## src/rtl/regfile_scanner_if.sv

```systemverilog
// Output stream of the register file scanner: one word per valid/ready
// handshake, tagged with its source address and an end-of-scan marker.
interface regfile_scanner_if #(
    parameter int AW = 5,
    parameter int DW = 32
);
    logic          out_valid;
    logic          out_ready;
    logic [DW-1:0] out_data;
    logic [AW-1:0] out_addr;
    logic          out_last;

    modport master (
        output out_valid,
        output out_data,
        output out_addr,
        output out_last,
        input  out_ready
    );

    modport slave (
        input  out_valid,
        input  out_data,
        input  out_addr,
        input  out_last,
        output out_ready
    );
endinterface

```

## src/rtl/regfile_scanner.sv

```systemverilog
// Read-side sequencer: sweeps an address window of the register file and
// streams the words through a 2-entry first-word-fall-through FIFO.
module regfile_scanner #(
    parameter int AW = 5,
    parameter int DW = 32
) (
    input  logic          clk,
    input  logic          rst,
    input  logic          start,
    input  logic [AW-1:0] base_addr,
    input  logic [AW:0]   count,
    output logic [AW-1:0] rd_addr,
    input  logic [DW-1:0] rd_data,
    output logic          busy,
    output logic          done,
    regfile_scanner_if.master out_if
);

    typedef enum logic [1:0] {
        IDLE,
        SCAN,
        DRAIN
    } state_e;

    state_e        state_q, state_d;
    logic [AW-1:0] addr_q, addr_d;
    logic [AW:0]   rem_q, rem_d;
    logic          prime_q, prime_d;
    logic          done_q, done_d;
    logic [1:0]    occ_q, occ_d;
    logic [DW-1:0] h_data_q, h_data_d;
    logic [AW-1:0] h_addr_q, h_addr_d;
    logic          h_last_q, h_last_d;
    logic [DW-1:0] t_data_q, t_data_d;
    logic [AW-1:0] t_addr_q, t_addr_d;
    logic          t_last_q, t_last_d;

    logic push;
    logic pop;
    logic can_push;
    logic in_last;

    always_comb begin
        state_d  = state_q;
        addr_d   = addr_q;
        rem_d    = rem_q;
        prime_d  = prime_q;
        done_d   = 1'b0;
        push     = 1'b0;
        pop      = (occ_q != 2'd0) && out_if.out_ready;
        can_push = (occ_q != 2'd2) || pop;
        in_last  = (rem_q == (AW+1)'(1));

        unique case (state_q)
            IDLE: begin
                if (start) begin
                    if (count != '0) begin
                        addr_d  = base_addr;
                        rem_d   = count;
                        prime_d = 1'b1;
                        state_d = SCAN;
                    end else begin
                        done_d = 1'b1;
                    end
                end
            end
            SCAN: begin
                // First SCAN cycle only settles the freshly loaded address.
                if (prime_q) begin
                    prime_d = 1'b0;
                end else if (can_push) begin
                    push   = 1'b1;
                    addr_d = addr_q + AW'(1);
                    rem_d  = rem_q - (AW+1)'(1);
                    if (in_last) begin
                        state_d = DRAIN;
                    end
                end
            end
            DRAIN: begin
                if (pop && occ_q == 2'd1) begin
                    state_d = IDLE;
                    done_d  = 1'b1;
                end
            end
            default: begin
                state_d = IDLE;
            end
        endcase
    end

    always_comb begin
        occ_d    = occ_q;
        h_data_d = h_data_q;
        h_addr_d = h_addr_q;
        h_last_d = h_last_q;
        t_data_d = t_data_q;
        t_addr_d = t_addr_q;
        t_last_d = t_last_q;

        case ({push, pop})
            2'b10: begin
                occ_d = occ_q + 2'd1;
                if (occ_q == 2'd0) begin
                    h_data_d = rd_data;
                    h_addr_d = addr_q;
                    h_last_d = in_last;
                end else begin
                    t_data_d = rd_data;
                    t_addr_d = addr_q;
                    t_last_d = in_last;
                end
            end
            2'b01: begin
                occ_d = occ_q - 2'd1;
                if (occ_q == 2'd2) begin
                    h_data_d = t_data_q;
                    h_addr_d = t_addr_q;
                    h_last_d = t_last_q;
                end
            end
            2'b11: begin
                if (occ_q == 2'd1) begin
                    h_data_d = rd_data;
                    h_addr_d = addr_q;
                    h_last_d = in_last;
                end else begin
                    h_data_d = t_data_q;
                    h_addr_d = t_addr_q;
                    h_last_d = t_last_q;
                    t_data_d = rd_data;
                    t_addr_d = addr_q;
                    t_last_d = in_last;
                end
            end
            default: begin
            end
        endcase
    end

    always_ff @(posedge clk or posedge rst) begin
        if (rst) begin
            state_q  <= IDLE;
            addr_q   <= '0;
            rem_q    <= '0;
            prime_q  <= 1'b0;
            done_q   <= 1'b0;
            occ_q    <= 2'd0;
            h_data_q <= '0;
            h_addr_q <= '0;
            h_last_q <= 1'b0;
            t_data_q <= '0;
            t_addr_q <= '0;
            t_last_q <= 1'b0;
        end else begin
            state_q  <= state_d;
            addr_q   <= addr_d;
            rem_q    <= rem_d;
            prime_q  <= prime_d;
            done_q   <= done_d;
            occ_q    <= occ_d;
            h_data_q <= h_data_d;
            h_addr_q <= h_addr_d;
            h_last_q <= h_last_d;
            t_data_q <= t_data_d;
            t_addr_q <= t_addr_d;
            t_last_q <= t_last_d;
        end
    end

    assign rd_addr          = addr_q;
    assign busy             = (state_q != IDLE);
    assign done             = done_q;
    assign out_if.out_valid = (occ_q != 2'd0);
    assign out_if.out_data  = h_data_q;
    assign out_if.out_addr  = h_addr_q;
    assign out_if.out_last  = h_last_q;

endmodule
```

## src/flat_wrapper.sv

```systemverilog
// flat-port wrapper written by rule: the top's interface ports become plain ports
module regfile_scanner_flat 
#(
    parameter int AW = 5,
    parameter int DW = 32
)
  (clk, rst, start, base_addr, count, rd_addr, rd_data, busy, done, out_if_out_valid, out_if_out_data, out_if_out_addr, out_if_out_last, out_if_out_ready);
  regfile_scanner_if #(.AW(AW), .DW(DW)) out_if_i ();
  input  logic clk;
  input  logic rst;
  input  logic start;
  input  logic [AW-1:0] base_addr;
  input  logic [AW:0] count;
  output logic [AW-1:0] rd_addr;
  input  logic [DW-1:0] rd_data;
  output logic busy;
  output logic done;
  output wire logic [$bits(out_if_i.out_valid)-1:0] out_if_out_valid;
  output wire logic [$bits(out_if_i.out_data)-1:0] out_if_out_data;
  output wire logic [$bits(out_if_i.out_addr)-1:0] out_if_out_addr;
  output wire logic [$bits(out_if_i.out_last)-1:0] out_if_out_last;
  input wire logic [$bits(out_if_i.out_ready)-1:0] out_if_out_ready;
  assign out_if_out_valid = out_if_i.out_valid;
  assign out_if_out_data = out_if_i.out_data;
  assign out_if_out_addr = out_if_i.out_addr;
  assign out_if_out_last = out_if_i.out_last;
  assign out_if_i.out_ready = out_if_out_ready;
  regfile_scanner #(.AW(AW), .DW(DW)) u_core (.clk(clk), .rst(rst), .start(start), .base_addr(base_addr), .count(count), .rd_addr(rd_addr), .rd_data(rd_data), .busy(busy), .done(done), .out_if(out_if_i));
endmodule
```

## config.mk

```make
export PLATFORM = sky130hd
export DESIGN_NAME = regfile_scanner_flat
export DESIGN_NICKNAME = d
export VERILOG_FILES = /design/src/rtl/regfile_scanner_if.sv /design/src/rtl/regfile_scanner.sv /design/src/flat_wrapper.sv
export SDC_FILE = /design/constraint.sdc
export NUM_CORES = 1
export LEC_CHECK = 0
export ABC_AREA = 1
export CAP_MARGIN = 15
export CORE_MARGIN = 2
export CORE_UTILIZATION = 61
export CTS_BUF_LIST = sky130_fd_sc_hd__clkbuf_2 sky130_fd_sc_hd__clkbuf_4 sky130_fd_sc_hd__clkbuf_8
export DETAILED_ROUTE_END_ITERATION = 8
export DONT_BUFFER_PORTS = 1
export GPL_ROUTABILITY_DRIVEN = 0
export HOLD_SLACK_MARGIN = 0.08
export MAX_ROUTING_LAYER = met4
export PLACE_DENSITY = 0.77
export SYNTH_ARGS = -nofsm -noshare
export SYNTH_HDL_FRONTEND = slang
export SYNTH_SLANG_ARGS = --single-unit
```

## constraint.sdc

```tcl
create_clock -name clk -period 4.5 [get_ports clk]
set_clock_uncertainty 0.2 [all_clocks]
set_input_delay 1.35 -clock clk [delete_from_list [all_inputs] [get_ports clk]]
set_output_delay 1.35 -clock clk [all_outputs]
set_load 0.1 [all_outputs]
```

==> impl.org <==
** Timing
- Post-route minimum period :: ~3.5 ns
- Crit path setup slack, layout :: between 0.9 and 1 ns
- For the pin with the worst max-slew slack, the measured transition is around 1.1 ns.
- Final critical-path share of the clock period :: 78.8%
- The worst pin sits at a relative slew slack of between 20% and 30%.
- Hold_ws :: slightly below 0.3 ns
- Hold Fails Final Rpt :: 0
- Setup tns final :: 0 ns
- Final Slew Violations :: 0
- Setup repair after global routing missed its margin :: no
- Final setup violation count :: 0
- Derived from the worst setup path, the maximum achievable clock frequency is roughly 280 MHz.

** Setup path
- In this run the worst path has a maximum fanout of 38.
- The largest single stage delay on the critical path is 0.72 ns.
- Worst R2R Setup Slack :: approximately 0.96 ns
- The critical path in this run is classified as reg2reg.
- For the worst setup path, the data arrival time is 3.61 ns.
- The startpoint identified for the worst register-to-register timing path is u_core.occ_q[0].
- The endpoint identified for the worst register-to-register timing path is u_core.out_if.out_addr[3].
- Kind of capture point of the worst setup path :: flop
- The critical path contains buffers and inverters numbering 4 combined.
- Worst Reg2Reg Path Length in Cells :: 14
- Critical Path, Cell by Cell :: inv_1, ha_1, inv_2, nand2_4, nand2_1, nand2_1, nor2_1, ha_1, inv_2, o21ai_4, nand3_1, o21ai_0, inv_1, o21ai_0
- The worst setup path is launched from a flop.
- Largest delay share family, worst path :: compound AO/OA/AOI/OAI gates
- At the worst endpoint, the required time is about 4.6 ns.
- For this design, the slowest cell found on the critical path is o21ai_4.

** Yosys
- Number of warnings printed during yosys synthesis :: 0
- After synthesis, the largest family of logic cells by area is simple AND/OR/NAND/NOR gates.
- Simple logic cell fraction of the synthesized area :: about 19%
- Compound-gate portion of the synthesized area :: around 15%
- Syn_area_per_cell :: approximately 7.9 um2
- Sequential cells were found to cover approximately 50% of the synthesized design area.
- Syn Std Cell Area :: 0.00464 mm2
- Synthesis inferred between 90 and 100 register bits.
- Synthesized-area fraction occupied by xor and xnor cells :: 0.567%
- When the netlist entered floorplanning its net count stood at about 640.
- After synthesis, the share of cell area in mux cells is 0%.
- By area the synthesized netlist is led by dfrtp_1, nand2_1, o21ai_0.
- Counting every instance in the synthesized netlist gives 584.
- After Yosys synthesis, full adders, half adders and majority gates account for under 10% of the synthesized area.
- Biggest area consumer among synthesized cells :: dfrtp_1
- Summed over its instances, the top area cell type makes up between 50% and 60% of the synthesized netlist area.
- Unique cell type count in the Yosys netlist :: 26

** Global routing
- For this run the aggregate overflow at the end of global routing stands at 0.
- Entering global routing, the biggest net connects 77 pins.
- GR Layer Usage met3 :: under 10%
- Vias in the first global route :: between 3000 and 4000
- The global routing stage identified its most utilized layer as met2.
- Met1 capacity usage during global routing :: a little under a third
- For met2 alone, demand over resource in global routing was between 30% and 40%.
- The number of antenna violations at the first check in global routing is 0.
- Across every metal layer, demand over resource in global routing totals 24.2%.
- The first global-routing pass estimated between 15000 and 20000 um of wire.

** Final layout
- Compared with the post-synthesis result, the final layout area differs by 5.02%.
- The repair_antennas step left the layout with diodes totalling 0.
- Of the cells placed in the final design, the portion with a size suffix greater than 1 is approximately 6.3%.
- Core occupancy in the finished layout :: between 60 and 70%
- Leaving out fill and tap cells, the most frequent cells in the layout are nand2_1, inv_1, dfrtp_1.
- Leaving out fill and tap cells, the most frequent cell in the layout is nand2_1.
- The final layout contains 626 nets.

** Die
- The floorplan step set the die height to between 90 and 100 um.
- I/O pins :: 93
- The floorplan step defined a die boundary enclosing slightly above 0.008 mm2.
- Area of the core region :: 0.00729 mm2
- Die width :: 91.2 um
- The floorplan has 31 rows.
- Initial standard-cell utilization of the core :: 63.6%

** Clock network
- Clock-pin slew was measured on the worst setup and hold paths at around 0.090 ns.
- CTS built an H-tree with a depth of 3.
- TritonCTS buffer count :: 9
- Count of cells resized by post-cts repair :: 0
- Post-CTS setup repair buffer count :: 0
- TritonCTS built the clock tree.
- Buffers from clock root to sink, at most :: 2
- Hold buffers post-CTS :: 0
- Number of clock sinks seen by CTS :: a little over 90
- At the later pin of the worst-skew pair, clock insertion delay measures between 0.3 and 0.4 ns.
- The cell sitting at the root of the clock tree is a clkbuf_8.

** Route
- Number of violations reported at the end of detailed-routing iteration 0 :: 197
- After detailed routing, the number of remaining DRC violations is 0.
- Vias :: between 3000 and 4000
- After detailed routing, the number of vias per cell comes to 5.40.
- After detailed routing, the average wire length per cell comes to about 14 um.
- For this run, the detailed router's first-pass iteration total came to 5.
- Once detail routing completed, the nets flagged for antenna violations numbered 0.
- Total routed wirelength :: 9210 um

** Place
- The wire-length estimate of the detail-placed layout is 6170 um.
- Placement Setup Slack :: around 0.95 ns
- # port buffers :: 0

** Job
- Max-capacitance violation count :: 0

** Run status
- The run finished with clean final reports.

** Hold path
- The worst hold path begins at u_core.t_data_q[26].
- The worst hold path belongs to the class reg2reg.
- Counting instances, the worst hold path has a depth of 2.
- WHS Endpoint :: u_core.t_data_q[26]
cell type report:
cell class              count  area (um2)
fillers                   683        2420
flip-flops and latches     93        2330
multi-input cells         360        1750
inverters                  99         374
clock buffers              11         151
well taps                  99         124
clock inverters             4        95.1
repair buffers              6        45.0
cells by family after synthesis:
| group | Yosys count |
|---|---|
| flip-flops | 93 |
| AO/OA/AOI/OAI | 131 |
| buffers and inverters | 131 |
| AND/OR/NAND/NOR | 216 |
| adder cells (fa/ha/maj) | 10 |
| XOR/XNOR | 3 |
routing by layer:
metal	vias to the layer above	routed length [um]	share of wire, %
met4	0	154	1.7
met1	1717	4140	45
li1	1798	-	-
met5	-	0	0
met3	15	554	6.0
met2	101	4360	47
tightest hold or removal path: stages (launching register included):
cell     delay, ns
dfrtp_1       0.35
nand2_1       0.05
o21ai_0       0.06
metrics by stage:
step / instances / cell area (um2)
2_1_floorplan: 584 / 4640
3_3_place_gp: 657 / 4620
3_5_place_dp: 657 / 4620
4_1_cts: 672 / 4870
5_1_grt: 672 / 4870
6_report: 672 / 4870
Yosys cell counts:
master	count
nand2_2	3
ha_1	10
nand3_1	49
nand4_1	3
buf_2	9
buf_4	8
a21oi_1	2
o21ai_0	81
nand2_4	1
o21ai_1	42
nand2_1	144
dfrtp_1	93
buf_6	6
nor2_1	13
nor2_2	2
a21oi_2	1
inv_1	96
inv_2	3
a22oi_1	1
clkbuf_1	8
o32ai_1	1
clkbuf_2	1
or2_2	1
o21ai_2	2
o211ai_1	1
xnor2_1	3
worst max-delay path by stage:
stage                                 from                         end  slack (ns)  cells after the start
final                      u_core.occ_q[0]   u_core.out_if.out_addr[3]        0.96                     14
after global routing       u_core.occ_q[0]   u_core.out_if.out_addr[4]        0.61                     14
after CTS                  u_core.occ_q[0]   u_core.out_if.out_addr[3]        0.92                     14
after detailed placement  out_if_out_ready   u_core.out_if.out_addr[0]        0.95                     11
after global placement    out_if_out_ready  u_core.out_if.out_data[26]        1.04                     11
after floorplan                        rst                 u_core.done        0.53                      1
registers in the layout (all words and copies together) (netlist names), 2 cells and up:
| signal | flops |
|---|---|
| u_core.rd_addr | 5 |
| u_core.state_q | 2 |
| u_core.out_if.out_data | 32 |
| u_core.out_if.out_addr | 5 |
| u_core.rem_q | 6 |
| u_core.occ_q | 2 |
| u_core.t_addr_q | 5 |
| u_core.t_data_q | 32 |
Power is left out: the tool's default activity adds up to more than one toggle a clock period on the data nets, which glitch-free logic cannot reach.
